===== src/rtl/pipe_ctrl_if.sv =====
// Pipeline control bundle: hazard/redirect requests in, stage stop/clear controls out.
// The slave modport is the controller side; master is the pipeline side.
interface pipe_ctrl_if;
    logic        branch_flag;
    logic        branch_num;
    logic        ex2_num;
    logic        mem_req;
    logic        mem_ready;
    logic        load_use;
    logic        fe_stop;
    logic        buf_flush;
    logic        deex_stop;
    logic        deex_rst;
    logic        exwb_stop;
    logic        exwb_rst;
    logic        ex2_kill;
    logic        mem_timeout;
    logic [1:0]  ctrl_state;
    logic [31:0] perf_stall;
    logic [31:0] perf_flush;

    modport master (
        output branch_flag, branch_num, ex2_num, mem_req, mem_ready, load_use,
        input  fe_stop, buf_flush, deex_stop, deex_rst, exwb_stop, exwb_rst,
               ex2_kill, mem_timeout, ctrl_state, perf_stall, perf_flush
    );

    modport slave (
        input  branch_flag, branch_num, ex2_num, mem_req, mem_ready, load_use,
        output fe_stop, buf_flush, deex_stop, deex_rst, exwb_stop, exwb_rst,
               ex2_kill, mem_timeout, ctrl_state, perf_stall, perf_flush
    );
endinterface


===== src/rtl/pipe_ctrl.sv =====
// Dual-issue pipeline controller: redirect flush, memory-wait stall with timeout, load-use bubble.
// Define PIPE_CTRL_PERF_EN to enable the perf_stall/perf_flush event counters.
module pipe_ctrl #(
    parameter int unsigned FLUSH_CYCLES = 1,
    parameter int unsigned MEM_WAIT_MAX = 15
) (
    input  logic       clk,
    input  logic       reset,
    pipe_ctrl_if.slave bus
);
    typedef enum logic [1:0] {
        ST_RUN     = 2'b00,
        ST_FLUSH   = 2'b01,
        ST_MEMWAIT = 2'b10,
        ST_HALT    = 2'b11
    } state_e;

    localparam logic [2:0] FLUSH_LAST = 3'(FLUSH_CYCLES - 1);
    localparam logic [7:0] WAIT_LAST  = 8'(MEM_WAIT_MAX - 1);

    state_e     state_q, state_d;
    logic [2:0] flush_cnt_q, flush_cnt_d;
    logic [7:0] wait_cnt_q, wait_cnt_d;
    logic       pend_flush_q, pend_flush_d;
    logic       timeout_q, timeout_d;

    logic ex2_kill;
    logic mem_stall;
    logic fe_stop, buf_flush, deex_stop, deex_rst, exwb_stop;

    // A killed younger EX2 op cannot hold the pipe on its memory access.
    assign ex2_kill  = (state_q == ST_RUN) & ~reset & bus.branch_flag
                     & ~bus.branch_num & bus.ex2_num;
    assign mem_stall = bus.mem_req & ~bus.mem_ready & ~ex2_kill;

    always_ff @(posedge clk) begin
        if (reset) begin
            state_q      <= ST_RUN;
            flush_cnt_q  <= '0;
            wait_cnt_q   <= '0;
            pend_flush_q <= 1'b0;
            timeout_q    <= 1'b0;
        end else begin
            state_q      <= state_d;
            flush_cnt_q  <= flush_cnt_d;
            wait_cnt_q   <= wait_cnt_d;
            pend_flush_q <= pend_flush_d;
            timeout_q    <= timeout_d;
        end
    end

    always_comb begin
        state_d      = state_q;
        flush_cnt_d  = flush_cnt_q;
        wait_cnt_d   = wait_cnt_q;
        pend_flush_d = pend_flush_q;
        timeout_d    = timeout_q;
        case (state_q)
            ST_RUN: begin
                if (mem_stall) begin
                    state_d      = ST_MEMWAIT;
                    wait_cnt_d   = '0;
                    pend_flush_d = bus.branch_flag;
                end else if (bus.branch_flag) begin
                    state_d     = ST_FLUSH;
                    flush_cnt_d = '0;
                end
            end
            ST_FLUSH: begin
                flush_cnt_d = flush_cnt_q + 3'd1;
                if (flush_cnt_q == FLUSH_LAST) begin
                    state_d = ST_RUN;
                end
            end
            ST_MEMWAIT: begin
                // A ready response in the would-be timeout cycle still completes normally.
                if (bus.mem_ready) begin
                    if (pend_flush_q) begin
                        state_d      = ST_FLUSH;
                        flush_cnt_d  = '0;
                        pend_flush_d = 1'b0;
                    end else begin
                        state_d = ST_RUN;
                    end
                end else begin
                    if (wait_cnt_q != 8'hFF) begin
                        wait_cnt_d = wait_cnt_q + 8'd1;
                    end
                    if (wait_cnt_q == WAIT_LAST) begin
                        timeout_d = 1'b1;
                        state_d   = ST_HALT;
                    end
                end
            end
            ST_HALT: begin
                state_d = ST_HALT;
            end
            default: begin
                state_d = ST_RUN;
            end
        endcase
    end

    always_comb begin
        fe_stop   = 1'b0;
        buf_flush = 1'b0;
        deex_stop = 1'b0;
        deex_rst  = 1'b0;
        exwb_stop = 1'b0;
        if (reset) begin
            buf_flush = 1'b1;
            deex_rst  = 1'b1;
        end else begin
            case (state_q)
                ST_RUN: begin
                    if (mem_stall) begin
                        fe_stop   = 1'b1;
                        deex_stop = 1'b1;
                        exwb_stop = 1'b1;
                    end else if (bus.branch_flag) begin
                        buf_flush = 1'b1;
                        deex_rst  = 1'b1;
                    end else if (bus.load_use) begin
                        fe_stop  = 1'b1;
                        deex_rst = 1'b1;
                    end
                end
                ST_FLUSH: begin
                    deex_rst = 1'b1;
                end
                ST_MEMWAIT: begin
                    if (bus.mem_ready) begin
                        buf_flush = pend_flush_q;
                        deex_rst  = pend_flush_q;
                    end else begin
                        fe_stop   = 1'b1;
                        deex_stop = 1'b1;
                        exwb_stop = 1'b1;
                    end
                end
                default: begin
                    fe_stop   = 1'b1;
                    deex_stop = 1'b1;
                    exwb_stop = 1'b1;
                end
            endcase
        end
    end

    assign bus.fe_stop     = fe_stop;
    assign bus.buf_flush   = buf_flush;
    assign bus.deex_stop   = deex_stop;
    assign bus.deex_rst    = deex_rst;
    assign bus.exwb_stop   = exwb_stop;
    assign bus.exwb_rst    = reset;
    assign bus.ex2_kill    = ex2_kill;
    assign bus.mem_timeout = timeout_q;
    assign bus.ctrl_state  = state_q;

`ifdef PIPE_CTRL_PERF_EN
    // Index 0 counts fetch-stall cycles, index 1 counts non-reset buffer flushes.
    logic [1:0] perf_evt;
    assign perf_evt = {buf_flush & ~reset, fe_stop};

    genvar gi;
    for (gi = 0; gi < 2; gi++) begin : g_perf
        logic [31:0] cnt_q;
        always_ff @(posedge clk) begin
            if (reset) begin
                cnt_q <= '0;
            end else if (perf_evt[gi]) begin
                cnt_q <= cnt_q + 32'd1;
            end
        end
    end

    assign bus.perf_stall = g_perf[0].cnt_q;
    assign bus.perf_flush = g_perf[1].cnt_q;
`else
    assign bus.perf_stall = '0;
    assign bus.perf_flush = '0;
`endif
endmodule


===== src/flat_wrapper.sv =====
// flat-port wrapper written by rule: the top's interface ports become plain ports
module pipe_ctrl_flat 
#(
    parameter int unsigned FLUSH_CYCLES = 1,
    parameter int unsigned MEM_WAIT_MAX = 15
)
  (clk, reset, bus_branch_flag, bus_branch_num, bus_ex2_num, bus_mem_req, bus_mem_ready, bus_load_use, bus_fe_stop, bus_buf_flush, bus_deex_stop, bus_deex_rst, bus_exwb_stop, bus_exwb_rst, bus_ex2_kill, bus_mem_timeout, bus_ctrl_state, bus_perf_stall, bus_perf_flush);
  pipe_ctrl_if bus_i ();
  input  logic clk;
  input  logic reset;
  input wire logic [$bits(bus_i.branch_flag)-1:0] bus_branch_flag;
  input wire logic [$bits(bus_i.branch_num)-1:0] bus_branch_num;
  input wire logic [$bits(bus_i.ex2_num)-1:0] bus_ex2_num;
  input wire logic [$bits(bus_i.mem_req)-1:0] bus_mem_req;
  input wire logic [$bits(bus_i.mem_ready)-1:0] bus_mem_ready;
  input wire logic [$bits(bus_i.load_use)-1:0] bus_load_use;
  output wire logic [$bits(bus_i.fe_stop)-1:0] bus_fe_stop;
  output wire logic [$bits(bus_i.buf_flush)-1:0] bus_buf_flush;
  output wire logic [$bits(bus_i.deex_stop)-1:0] bus_deex_stop;
  output wire logic [$bits(bus_i.deex_rst)-1:0] bus_deex_rst;
  output wire logic [$bits(bus_i.exwb_stop)-1:0] bus_exwb_stop;
  output wire logic [$bits(bus_i.exwb_rst)-1:0] bus_exwb_rst;
  output wire logic [$bits(bus_i.ex2_kill)-1:0] bus_ex2_kill;
  output wire logic [$bits(bus_i.mem_timeout)-1:0] bus_mem_timeout;
  output wire logic [$bits(bus_i.ctrl_state)-1:0] bus_ctrl_state;
  output wire logic [$bits(bus_i.perf_stall)-1:0] bus_perf_stall;
  output wire logic [$bits(bus_i.perf_flush)-1:0] bus_perf_flush;
  assign bus_i.branch_flag = bus_branch_flag;
  assign bus_i.branch_num = bus_branch_num;
  assign bus_i.ex2_num = bus_ex2_num;
  assign bus_i.mem_req = bus_mem_req;
  assign bus_i.mem_ready = bus_mem_ready;
  assign bus_i.load_use = bus_load_use;
  assign bus_fe_stop = bus_i.fe_stop;
  assign bus_buf_flush = bus_i.buf_flush;
  assign bus_deex_stop = bus_i.deex_stop;
  assign bus_deex_rst = bus_i.deex_rst;
  assign bus_exwb_stop = bus_i.exwb_stop;
  assign bus_exwb_rst = bus_i.exwb_rst;
  assign bus_ex2_kill = bus_i.ex2_kill;
  assign bus_mem_timeout = bus_i.mem_timeout;
  assign bus_ctrl_state = bus_i.ctrl_state;
  assign bus_perf_stall = bus_i.perf_stall;
  assign bus_perf_flush = bus_i.perf_flush;
  pipe_ctrl #(.FLUSH_CYCLES(FLUSH_CYCLES), .MEM_WAIT_MAX(MEM_WAIT_MAX)) u_core (.clk(clk), .reset(reset), .bus(bus_i));
endmodule

===== config.mk =====
export PLATFORM = sky130hd
export DESIGN_NAME = pipe_ctrl_flat
export DESIGN_NICKNAME = d
export VERILOG_FILES = /design/src/rtl/pipe_ctrl_if.sv /design/src/rtl/pipe_ctrl.sv /design/src/flat_wrapper.sv
export SDC_FILE = /design/constraint.sdc
export NUM_CORES = 1
export LEC_CHECK = 0
export CORE_MARGIN = 2
export CORE_UTILIZATION = 60
export DETAILED_ROUTE_END_ITERATION = 10
export DONT_BUFFER_PORTS = 1
export GPL_TIMING_DRIVEN = 0
export PLACE_DENSITY = 0.76
export SKIP_CTS_REPAIR_TIMING = 1
export SKIP_LAST_GASP = 1
export SLEW_MARGIN = 25
export SYNTH_ARGS = -nofsm -noshare
export SYNTH_HDL_FRONTEND = slang
export SYNTH_SLANG_ARGS = --single-unit

===== constraint.sdc =====
create_clock -name clk -period 5.9 [get_ports clk]
set_input_delay 1.77 -clock clk [delete_from_list [all_inputs] [get_ports clk]]
set_output_delay 1.77 -clock clk [all_outputs]
set_load 0.02 [all_outputs]

==> key figures <==
Status
  – Status: finished, final reports clean

Routing
  – Drt total wl: ~3 mm
  – Antenna-violating nets left: 0
  – Wire per inst: roughly 11 um
  – Drt pass-1 iters: 4
  – Vias: between 1000 and 1500
  – Initial DRC count: 26
  – Detailed-route DRC error count: 0
  – Via density: 4.58

Floorplanning
  – Die Span X: about 54 um
  – Die area: 2890 um2
  – Initial Util: around three fifths
  – Rows: 18
  – Io pins: 82
  – Core area: 2410 um2
  – DIE HEIGHT: 53.8 um

Yosys
  – Synth async-reset ratio: 0%
  – Main flop type after synthesis: dfxtp_1
  – Sequential area share after synthesis: 20.2%
  – Mapped Cells: ~190
  – Synth Register Bits: 15
  – Yosys cell types: 43
  – Syn. warnings: 0
  – Mapped Area: 1490 um2
  – Syn avg cell area: between 7 and 8 um2
  – Number of flops mapped to enable cells by yosys: 0

Critical path
  – Crit-path cells: buf_6 -> nand4bb_1 -> a31oi_1 -> nor3_1 -> buf_4
  – CP max-delay cell: nor3_1
  – Reg-to-reg critical path startpoint: u_core.bus.ctrl_state[1]
  – Crit Path Max Fanout: 8
  – CP arrival: 3.06 ns
  – Worst setup SP type: input pin
  – CP peak stage delay: roughly 0.57 ns
  – Crit path from: reset
  – WP data required: 4.13 ns
  – Critical path type: input pin to output port
  – Crit path capture type: output port

Place
  – Buffers on Ports: 0
  – RePlAce Congestion: 0.892
  – Detailed placement HPWL: around 2.5 mm

Timing
  – Post-Route Setup TNS: 0 ns
  – Slew margin rel.: 52.7%
  – Worst-Margin Slew: around 0.70 ns
  – Period utilization: 81.8%
  – RSZ-0062 raised after global routing: false
  – Hold WS: 0.487 ns
  – Hold Violations, Final: 0
  – Achievable frequency: 207 MHz
  – Final Slew Violations: 0
  – Final setup fails: 0
  – Clock skew: 0.0120 ns
  – Final min period: between 4 and 5 ns

Global route
  – Largest net degree at the start of global routing: 11
  – First-pass GRT wire length: roughly 4.4 mm
  – Vias in the first global route: roughly 1000
  – Tot GR Track Use: 21.0%
  – Initial antenna violation count: 0
  – Remaining Overflow, GRT: 0

Finish
  – ANT cells: 0
  – Area grow syn2layout: 20.2%
  – Final nets: 266
  – Filler cells: 216
  – Util after Layout: around 74%
  – Share of post-route cells with drive strength above 1: 29.6%

Clock tree
  – TritonCTS clock tree: done
  – Clk_lat worst skew: 0.30 ns
  – Clock Sinks: 15
  – H-tree lvl count: 1
  – Root Driver: clkbuf_4
  – TritonCTS Buffers: 3
  – Longest Clk Path Bufs: 2
  – Clock transition at the registers of the reported paths: roughly 0.1 ns

Worst hold path
  – Critical hold path startpoint: u_core.flush_cnt_q[2]
  – HP Class: flip-flop to flip-flop

Power
  – Peak VDD IR: 0.172 mV
  – P_leak: about 0.94 nW
  – Pwr per Cell Area: 157 nW/um2

Flow run
  – Max Cap Violations: 0
Yosys cell counts, types with 2 or more instances:
cell type	n	area (um2)
o22a_1	2	17.5
buf_4	67	503
inv_1	7	26.3
nor2_1	8	30.0
ha_1	4	50.1
nand2b_1	5	31.3
a21oi_1	8	40.0
and3_1	3	18.8
a31oi_1	4	25.0
nor3_1	4	20.0
mux2i_1	2	20.0
nand2_1	8	30.0
nand4_1	2	12.5
nor2b_1	4	25.0
dfxtp_1	15	300
o31ai_1	2	15.0
o21ai_0	6	30.0
or3_1	2	12.5
a41oi_1	2	17.5
nand3_1	6	30.0
clkbuf_1	2	7.51
a21o_1	2	15.0
metrics by stage:
step	std cells	area, um2	power (W)	setup slack [ns]
after floorplan	249	1720	0.000211	1.18
after global placement	279	1760	0.000217	1.07
after detailed placement	279	1760	0.000218	1.08
after CTS	283	1790	0.000280	1.08
after global routing	283	1790	0.000299	1.00
final	283	1790	0.000281	1.07
cells by family (layout without fill, tap and decap cells):
| kind of cell | Yosys count | after routing | share of synthesized area [%] |
|---|---|---|---|
| buffers and inverters | 77 | 81 | 36.9 |
| DFF | 15 | 15 | 20.2 |
| AOI/OAI and AO/OA | 37 | 37 | 18.2 |
| adders and majority gates | 4 | 4 | 3.37 |
| muxes | 2 | 2 | 1.35 |
| other | 1 | 64 | 0.252 |
| and+or+nand+nor | 50 | 50 | 19.8 |
per-layer routing:
| layer | GRT usage [%] | wire length, um |
|---|---|---|
| met1 | 24.4 | 1080 |
| met2 | 37.8 | 1640 |
| met3 | 6.39 | 251 |
| met4 | 3.85 | 25 |
| met5 | 0 | 0 |
cells in the final DEF, fill, tap and decap left out, types with 2 or more instances in the layout:
master | netlist | layout
buf_4 | 67 | 67
conb_1 | 1 | 64
dfxtp_1 | 15 | 15
nand2_1 | 8 | 8
nor2_1 | 8 | 8
a21oi_1 | 8 | 8
inv_1 | 7 | 7
o21ai_0 | 6 | 6
nand3_1 | 6 | 6
nand2b_1 | 5 | 5
nor3_1 | 4 | 4
nor2b_1 | 4 | 4
a31oi_1 | 4 | 4
ha_1 | 4 | 4
clkbuf_1 | 2 | 3
and3_1 | 3 | 3
clkbuf_4 | 0 | 3
a21o_1 | 2 | 2
or3_1 | 2 | 2
o31ai_1 | 2 | 2
nand4_1 | 2 | 2
o22a_1 | 2 | 2
a41oi_1 | 2 | 2
mux2i_1 | 2 | 2
layout make-up:
cell class / count / area (um2) / share of cell area (%)
multi-input combinational: 157 / 875 / 48.9
buffer: 70 / 522 / 29.2
sequential: 15 / 300 / 16.8
tap: 30 / 37.5 / 2.10
clock buffer: 4 / 26.3 / 1.47
inverter: 7 / 26.3 / 1.47
flip-flops by register name, indices dropped and copies added (netlist names):
signal and flops:
u_core.bus.ctrl_state 2, u_core.bus.mem_timeout 1, u_core.wait_cnt_q 8, u_core.flush_cnt_q 3, u_core.pend_flush_q 1
critical path, delay by kind of cell:
kind | cells | cell delay (ns)
AO/OA/AOI/OAI | 1 | 0.13
AND/OR/NAND/NOR | 2 | 0.79
buffers and inverters | 2 | 0.36
report_power, final:
group | switching [W] | internal [W]
logic | 0.0000675 | 0.0000433
registers | 0.00000444 | 0.000104
clock network | 0.0000358 | 0.0000264
path summary, 6_finish.rpt:
| check | to | slack [ns] | cells after the start |
|---|---|---|---|
| max | bus_exwb_stop | 1.07 | 5 |
| min | u_core.flush_cnt_q[2] | 0.49 | 1 |
| max reg2reg | u_core.wait_cnt_q[6] | 4.15 | 4 |
| min reg2reg | u_core.flush_cnt_q[2] | 0.49 | 1 |
Note: power is estimated with default switching activity, not from simulation.
